==> src/rtl/approx_add_sched.sv <==
// Two-requester round-robin front end feeding an approximate/exact adder pair,
// with a one-entry result buffer and saturating error statistics.
module approx_add_sched #(
   parameter int unsigned WIDTH       = 16,
   parameter int unsigned APPROX_BITS = 11
) (
   input  logic             clk,
   input  logic             rst_n,
   input  logic             req0_valid,
   output logic             req0_ready,
   input  logic [WIDTH-1:0] req0_a,
   input  logic [WIDTH-1:0] req0_b,
   input  logic             req1_valid,
   output logic             req1_ready,
   input  logic [WIDTH-1:0] req1_a,
   input  logic [WIDTH-1:0] req1_b,
   output logic             res_valid,
   input  logic             res_ready,
   output logic             res_src,
   output logic [WIDTH:0]   res_approx,
   output logic [WIDTH:0]   res_exact,
   output logic [WIDTH:0]   res_err,
   input  logic             stat_clr,
   output logic [31:0]      stat_total,
   output logic [31:0]      stat_errs
);

   logic             r_res_valid;
   logic             r_res_src;
   logic [WIDTH:0]   r_res_approx;
   logic [WIDTH:0]   r_res_exact;
   logic [WIDTH:0]   r_res_err;
   logic             r_last;
   logic [31:0]      r_total;
   logic [31:0]      r_errs;

   logic             w_can;
   logic             w_sel1;
   logic             w_accept;
   logic [WIDTH-1:0] w_a;
   logic [WIDTH-1:0] w_b;
   logic [WIDTH:0]   w_approx;
   logic [WIDTH:0]   w_exact;
   logic [WIDTH:0]   w_err;

   assign w_can = ~r_res_valid | res_ready;

   // Each ready looks only at the other requester's valid and the last grant,
   // so it never depends on its own valid; rst_n forces both low in reset.
   assign req0_ready = rst_n & w_can & (~req1_valid | r_last);
   assign req1_ready = rst_n & w_can & (~req0_valid | ~r_last);

   assign w_sel1   = req1_valid & (~req0_valid | ~r_last);
   assign w_accept = (req0_valid & req0_ready) | (req1_valid & req1_ready);
   assign w_a      = w_sel1 ? req1_a : req0_a;
   assign w_b      = w_sel1 ? req1_b : req0_b;

   always_comb begin
      logic c;
      c        = 1'b0;
      w_approx = '0;
      for (int unsigned i = 0; i < WIDTH; i++) begin
         if (i < APPROX_BITS) begin
            w_approx[i] = ~w_a[i] & (w_b[i] | c);
            c           = w_a[i] | w_b[i];
         end else begin
            w_approx[i] = w_a[i] ^ w_b[i] ^ c;
            c           = (w_a[i] & w_b[i]) | (c & (w_a[i] ^ w_b[i]));
         end
      end
      w_approx[WIDTH] = c;
   end

   assign w_exact = {1'b0, w_a} + {1'b0, w_b};
   assign w_err   = (w_exact >= w_approx) ? (w_exact - w_approx) : (w_approx - w_exact);

   always_ff @(posedge clk or negedge rst_n) begin
      if (!rst_n) begin
         r_res_valid  <= 1'b0;
         r_res_src    <= 1'b0;
         r_res_approx <= '0;
         r_res_exact  <= '0;
         r_res_err    <= '0;
         r_last       <= 1'b1;
      end else if (w_accept) begin
         r_res_valid  <= 1'b1;
         r_res_src    <= w_sel1;
         r_res_approx <= w_approx;
         r_res_exact  <= w_exact;
         r_res_err    <= w_err;
         r_last       <= w_sel1;
      end else if (res_ready) begin
         r_res_valid  <= 1'b0;
      end
   end

   always_ff @(posedge clk or negedge rst_n) begin
      if (!rst_n) begin
         r_total <= '0;
         r_errs  <= '0;
      end else if (stat_clr) begin
         r_total <= '0;
         r_errs  <= '0;
      end else if (w_accept) begin
         if (r_total != '1) r_total <= r_total + 32'd1;
         if ((w_err != '0) && (r_errs != '1)) r_errs <= r_errs + 32'd1;
      end
   end

   assign res_valid  = r_res_valid;
   assign res_src    = r_res_src;
   assign res_approx = r_res_approx;
   assign res_exact  = r_res_exact;
   assign res_err    = r_res_err;
   assign stat_total = r_total;
   assign stat_errs  = r_errs;

endmodule

==> config.mk <==
export PLATFORM = sky130hd
export DESIGN_NAME = approx_add_sched
export DESIGN_NICKNAME = d
export VERILOG_FILES = /design/src/rtl/approx_add_sched.sv
export SDC_FILE = /design/constraint.sdc
export NUM_CORES = 1
export LEC_CHECK = 0
export BUFFER_PORTS_ARGS = -buffer_cell sky130_fd_sc_hd__buf_4
export CORE_UTILIZATION = 40
export CTS_CLUSTER_DIAMETER = 30
export DETAILED_ROUTE_END_ITERATION = 8
export GPL_TIMING_DRIVEN = 0
export HOLD_SLACK_MARGIN = 0.06
export PLACE_DENSITY = 0.71
export SETUP_SLACK_MARGIN = 0.1
export SLEW_MARGIN = 20
export SYNTH_ARGS = -nofsm -noshare
export SYNTH_HDL_FRONTEND = slang
export SYNTH_SLANG_ARGS = --single-unit
==> constraint.sdc <==
create_clock -name clk -period 23.6 [get_ports clk]
set_clock_uncertainty 0.2 [all_clocks]
set_input_delay 1.18 -clock clk [delete_from_list [all_inputs] [get_ports clk]]
set_output_delay 1.18 -clock clk [all_outputs]
set_load 0.02 [all_outputs]
# [Word level (Yosys, flattened, before mapping)]
# Cells that the tools add are included.
[word_totals] regBits=118 inputBits=70 out_inout_bits=119
[classes] bitwise_logic=82 order_cmp=1 n_eq_ne=2 n_mux=11 reduce_logical=8 n_addsub=5
[ops] operator="32-bit two-way mux" n=6
[ops] operator="32-bit by 1-bit adder with 32-bit output (second input constant)" n=2
[ops] operator="32-bit != test (second input constant)" n=2
[ops] operator="17-bit subtractor" n=2
[ops] operator="16-bit two-way mux" n=2
[ops] operator="1-bit bitwise OR" n=30
[ops] operator="1-bit AND" n=27
[ops] operator="16-bit by 16-bit adder with 17-bit output" n=1
[ops] operator="17-bit greater-or-equal comparator" n=1
[ops] operator="17-bit two-way mux" n=1
[ops] operator="17-bit nonzero test" n=1
[ops] operator="1-bit NOT" n=15
[ops] operator="1-bit bitwise XOR" n=10
[ops] operator="2-bit nonzero test" n=4
[ops] operator="2-bit AND reduction" n=2
[ops] operator="1-bit two-way mux" n=2
[ops] operator="1-bit logical AND" n=1

# [Depth between registers and ports, before layout]
[depth] word_depth=22 ltp_mapped=34 mapped_depth_nobuf=28

# [Worst setup path after synthesis]
# OpenSTA, ideal clock, no wires.
[synth_path] path_kind="input port to flip-flop" start="in req1_valid" end="reg r_errs[1] (netlist: stat_errs[1])" arrival_ns=8.323 path_buffers=5 required_time_ns=23.268 setup_slack_ns=14.945 path_stages=32 path_cell_list="a21boi_4 buf_1 buf_1 mux2i_1 inv_1 ha_1 fa_1 nand2_1 o21ai_0 a21o_1 a21oi_1 o21a_1 o31ai_1 o41ai_1 xnor2_1 inv_1 ha_1 a21o_1 and3_1 a211o_1 nor3_1 a21oi_2 or3_1 buf_2 o211a_1 or4_1 or4_4 o21ai_4 buf_6 buf_6 mux2i_1 nor2_1"
[synth_between] elab_cells_between_ends=87 cone_classes="add/sub (3); order compare (1); mux (3); bitwise (75); reduce/logical (5)"
[synth_lines] item="from (decl)" line_no="13" rtl="input logic req1_valid,"
[synth_lines] item="1-bit AND (*)" line_no="53" rtl="assign w_sel1 = req1_valid & (~req0_valid | ~r_last);"
[synth_lines] item="16-bit two-way mux (on tied branches)" line_no="55, 56"
[synth_lines] item="16-bit by 16-bit adder with 17-bit output (*)" line_no="74" rtl="assign w_exact = {1'b0, w_a} + {1'b0, w_b};"
[synth_lines] item="net w_exact[14]" line_no="43" rtl="logic [WIDTH:0] w_exact;"
[synth_lines] item="17-bit subtractor / 17-bit greater-or-equal comparator (equally long branches)" line_no="75" rtl="assign w_err = (w_exact >= w_approx) ? (w_exact - w_approx) : (w_approx - w_exact);"
[synth_lines] item="17-bit two-way mux (*)" line_no="75"
[synth_lines] item="17-bit nonzero test (*)" line_no="106" rtl="if ((w_err != '0) && (r_errs != '1)) r_errs <= r_errs + 32'd1;"
[synth_lines] item="1-bit logical AND (*)" line_no="106"
[synth_lines] item="2-bit nonzero test (no line) (*)"
[synth_lines] item="2-bit AND reduction (no line) (*)"
[synth_lines] item="to (signal assigned)" line_no="106"
[synth_lines] item="to (decl)" line_no="35" rtl="logic [31:0] r_errs;"
# The timed path passes the listed nets; every way through them passes the cells marked *.
# A chain may end at the register's enable or synchronous reset.

# [Final worst setup path]
[layout_path] start="in req0_valid" end="reg r_errs[1] (netlist: stat_errs[1])"
[layout_between] elab_cells_between_ends=87 cone_classes="add/sub (3); order compare (1); mux (3); bitwise (75); reduce/logical (5)"
[layout_lines] item="from (decl)" line_no="9" rtl="input logic req0_valid,"
[layout_lines] item="1-bit NOT (*)" line_no="53"
[layout_lines] item="1-bit bitwise OR (*)" line_no="53"
[layout_lines] item="1-bit AND (*)" line_no="53"
[layout_lines] item="16-bit two-way mux (on tied branches)" line_no="55, 56"
[layout_lines] item="16-bit by 16-bit adder with 17-bit output (*)" line_no="74"
[layout_lines] item="net w_exact[16]" line_no="43"
[layout_lines] item="17-bit subtractor / 17-bit greater-or-equal comparator (equally long branches)" line_no="75"
[layout_lines] item="17-bit two-way mux (*)" line_no="75"
[layout_lines] item="17-bit nonzero test (*)" line_no="106"
[layout_lines] item="1-bit logical AND (*)" line_no="106"
[layout_lines] item="2-bit nonzero test (no line) (*)"
[layout_lines] item="2-bit AND reduction (no line) (*)"
# Marks and branches as above.

==> results.json <==
{
  "status": "finished clean",
  "hold_viol": 0,
  "path_common_cell": "mux2i_1",
  "arrival_ns": 10.03,
  "utilization": 0.5240,
  "clock_latency_ns": 0.42,
  "finalSetupViolCount": 0,
  "fin_cells": 1501,
  "nets": 1353,
  "start_util": 0.4122,
  "p_leak_nw": 5.310,
  "ctsResizeCount": 0,
  "drive_above_1_share": 0.2186,
  "syn_area_sq_um": 8747,
  "dr_total_vias": 8109,
  "critPathLaunchType": "primary input",
  "ys_types": 71,
  "grt_overflow": 0,
  "worstPathRequired_ns": 23.69,
  "min_path_type": "flop to flop",
  "rsz0062_at_grt": "false",
  "grt_usage": 0.2296,
  "dpl.cell_count": 1469,
  "drtAntennaViolNets": 0,
  "path_max_fanout": 10,
  "cts.path.max_buffers": 2,
  "drv_cap": 0,
  "die_y_microns": 149.9,
  "cp_slowest_stage_delay_ns": 0.71,
  "post_cts_buffers": 0,
  "synth-seq-cells": 118,
  "placed_cell_area_sq_um": 10530,
  "synthFlopType": "dfrtp_1",
  "critPathKind": "primary input to flop",
  "coreArea_sq_um": 21220,
  "peakVddDrop_mv": 0.04763,
  "fmax_ghz": 0.1006,
  "post_drt_via_cell_ratio": 5.402,
  "syn_area_per_cell_sq_um": 8.704,
  "cp_slowest_cell": "buf_1",
  "remaining_drc_errors": 0,
  "diodes": 0,
  "wl_mm": 24.85,
  "portBuffers": 188,
  "synth_edf_count": 0,
  "relSlewSlack": 0.4153,
  "cts.sinks": 118,
  "synth_nets": 1145,
  "ys_seq_area_frac": 0.3377,
  "ctsHoldBuffers": 0,
  "fillers": 1982,
  "hold_ws_ns": 0.2760,
  "numCtsBuffers": 17,
  "area_growth_pct": 27.12,
  "clk_pin_slew_ns": 0.06,
  "firstDrtPassIters": 5,
  "stdcell_area_sq_um": 11120,
  "grt_pass1_wl_mm": 40.59,
  "syn_inst": 1005,
  "final_common_cell": "buf_4",
  "drt_iter0_markers": 451,
  "final_max_slew_viol_count": 0,
  "wl_per_cell_microns": 16.55,
  "grt_max_degree": 68,
  "die_area_sq_um": 22460,
  "mostFrequentLayoutCells": "buf_4 (188), dfrtp_1 (117), nand2_1 (103), nor2_1 (80), inv_1 (79)",
  "gp_congestion": 0.8889,
  "tns_ns": 0,
  "dp_hpwl_mm": 19.28,
  "antenna_found_initial": 0,
  "yosysWarnings": 0,
  "power_per_cell_area_nw_per_um2": 101.8,
  "setup.worst_path.end_class": "flop",
  "post-route-period-util": 0.4211,
  "post-place-ws_ns": 13.18,
  "rows": 53,
  "grt_pass1_vias": 8104,
  "power.total_mw": 1.132,
  "worst_pin_slew_ns": 0.8712,
  "num_io_pins": 189,
  "async_reset_ff_frac": 1.000,
  "cts-root-buf": "clkbuf_16",
  "cts_tree": "built",
  "layout_setup_ws_ns": 13.66,
  "period_needed_ns": 9.939,
  "cts-htree-levels": 4,
  "die_w_microns": 149.9
}
## worst max-delay path, delay by kind of cell
family / cells / cell delay, ns
AOI/OAI and AO/OA: 11 / 2.64
and+or+nand+nor: 10 / 2.40
buffers and inverters: 6 / 1.90
adders and majority gates: 3 / 1.10
muxes: 3 / 0.77
## synth_stat cells, drive strengths merged (5+ instances only)
| library cell | instances | share of area |
|---|---|---|
| a211o | 5 | 0.0050 |
| a211oi | 5 | 0.0043 |
| a21o | 20 | 0.017 |
| a21oi | 58 | 0.034 |
| a31oi | 7 | 0.0050 |
| and3 | 10 | 0.0072 |
| and4 | 6 | 0.0063 |
| buf | 10 | 0.0084 |
| clkbuf | 36 | 0.015 |
| dfrtp | 117 | 0.33 |
| fa | 8 | 0.018 |
| ha | 62 | 0.089 |
| inv | 79 | 0.034 |
| mux2 | 32 | 0.042 |
| mux2i | 28 | 0.032 |
| nand2 | 103 | 0.044 |
| nand2b | 11 | 0.0087 |
| nand3 | 26 | 0.015 |
| nand4 | 15 | 0.011 |
| nor2 | 80 | 0.034 |
| nor2b | 11 | 0.0079 |
| nor3 | 14 | 0.0086 |
| nor4 | 5 | 0.0036 |
| o21a | 7 | 0.0060 |
| o21ai | 89 | 0.052 |
| o31ai | 13 | 0.011 |
| or3 | 21 | 0.015 |
| or4 | 17 | 0.015 |
| xnor2 | 34 | 0.034 |
| xor2 | 34 | 0.034 |
## where the power goes
group          switching, mW  total, mW  internal [mW]  leakage, nW
registers             0.0210      0.258          0.237         1.55
clock network          0.102      0.257          0.154        0.280
logic                  0.368      0.617          0.249         3.48
total                  0.491       1.13          0.640         5.31
## final cells by class
type	count	area (sq um)	area share
Multi-Input combinational cell	762	5288	0.4755
Sequential cell	118	2954	0.2657
Timing Repair Buffer	189	1443	0.1297
Clock buffer	20	466.7	0.04197
Tap cell	275	344.1	0.03094
Inverter	79	296.5	0.02667
Buffer	46	209.0	0.01879
Clock inverter	12	118.9	0.01069
## worst paths after layout
path / startpoint / endpoint / slack (ns) / cells after the start
setup / recovery: req0_valid / stat_errs[1] / 13.66 / 33
hold / removal: res_err[0] / res_err[0] / 0.28 / 2
setup reg to reg: r_last / stat_errs[1] / 14.16 / 32
hold reg to reg: res_err[0] / res_err[0] / 0.28 / 2
max in group asynchronous: rst_n / res_approx[15] / 21.96 / 2
min in group asynchronous: rst_n / stat_errs[22] / 0.51 / 1
## sequential cells by signal, indices dropped and copies added, names as in the netlist
name	cells
stat_errs	32
res_exact	17
stat_total	32
res_err	17
r_last	1
res_approx	17
res_valid	1
res_src	1
## routing by layer
metal  up-vias  track usage  routed length, microns
met3        33      0.04238                    1370
met2       248       0.4016                   12260
met1      3903       0.2839                   10720
li1       3925            -                       -
met4         0      0.07222                     493
met5         -            0                       0
## cell families after synthesis
family,after synthesis,synth area share
muxes,60,0.07367
buffers and inverters,125,0.05779
AOI/OAI and AO/OA,236,0.1724
and+or+nand+nor,328,0.1834
adders and majority gates,70,0.1070
xor gates and xnor gates,68,0.06809
DFF,118,0.3377
No activity file was read; power rests on OpenSTA's default activity.
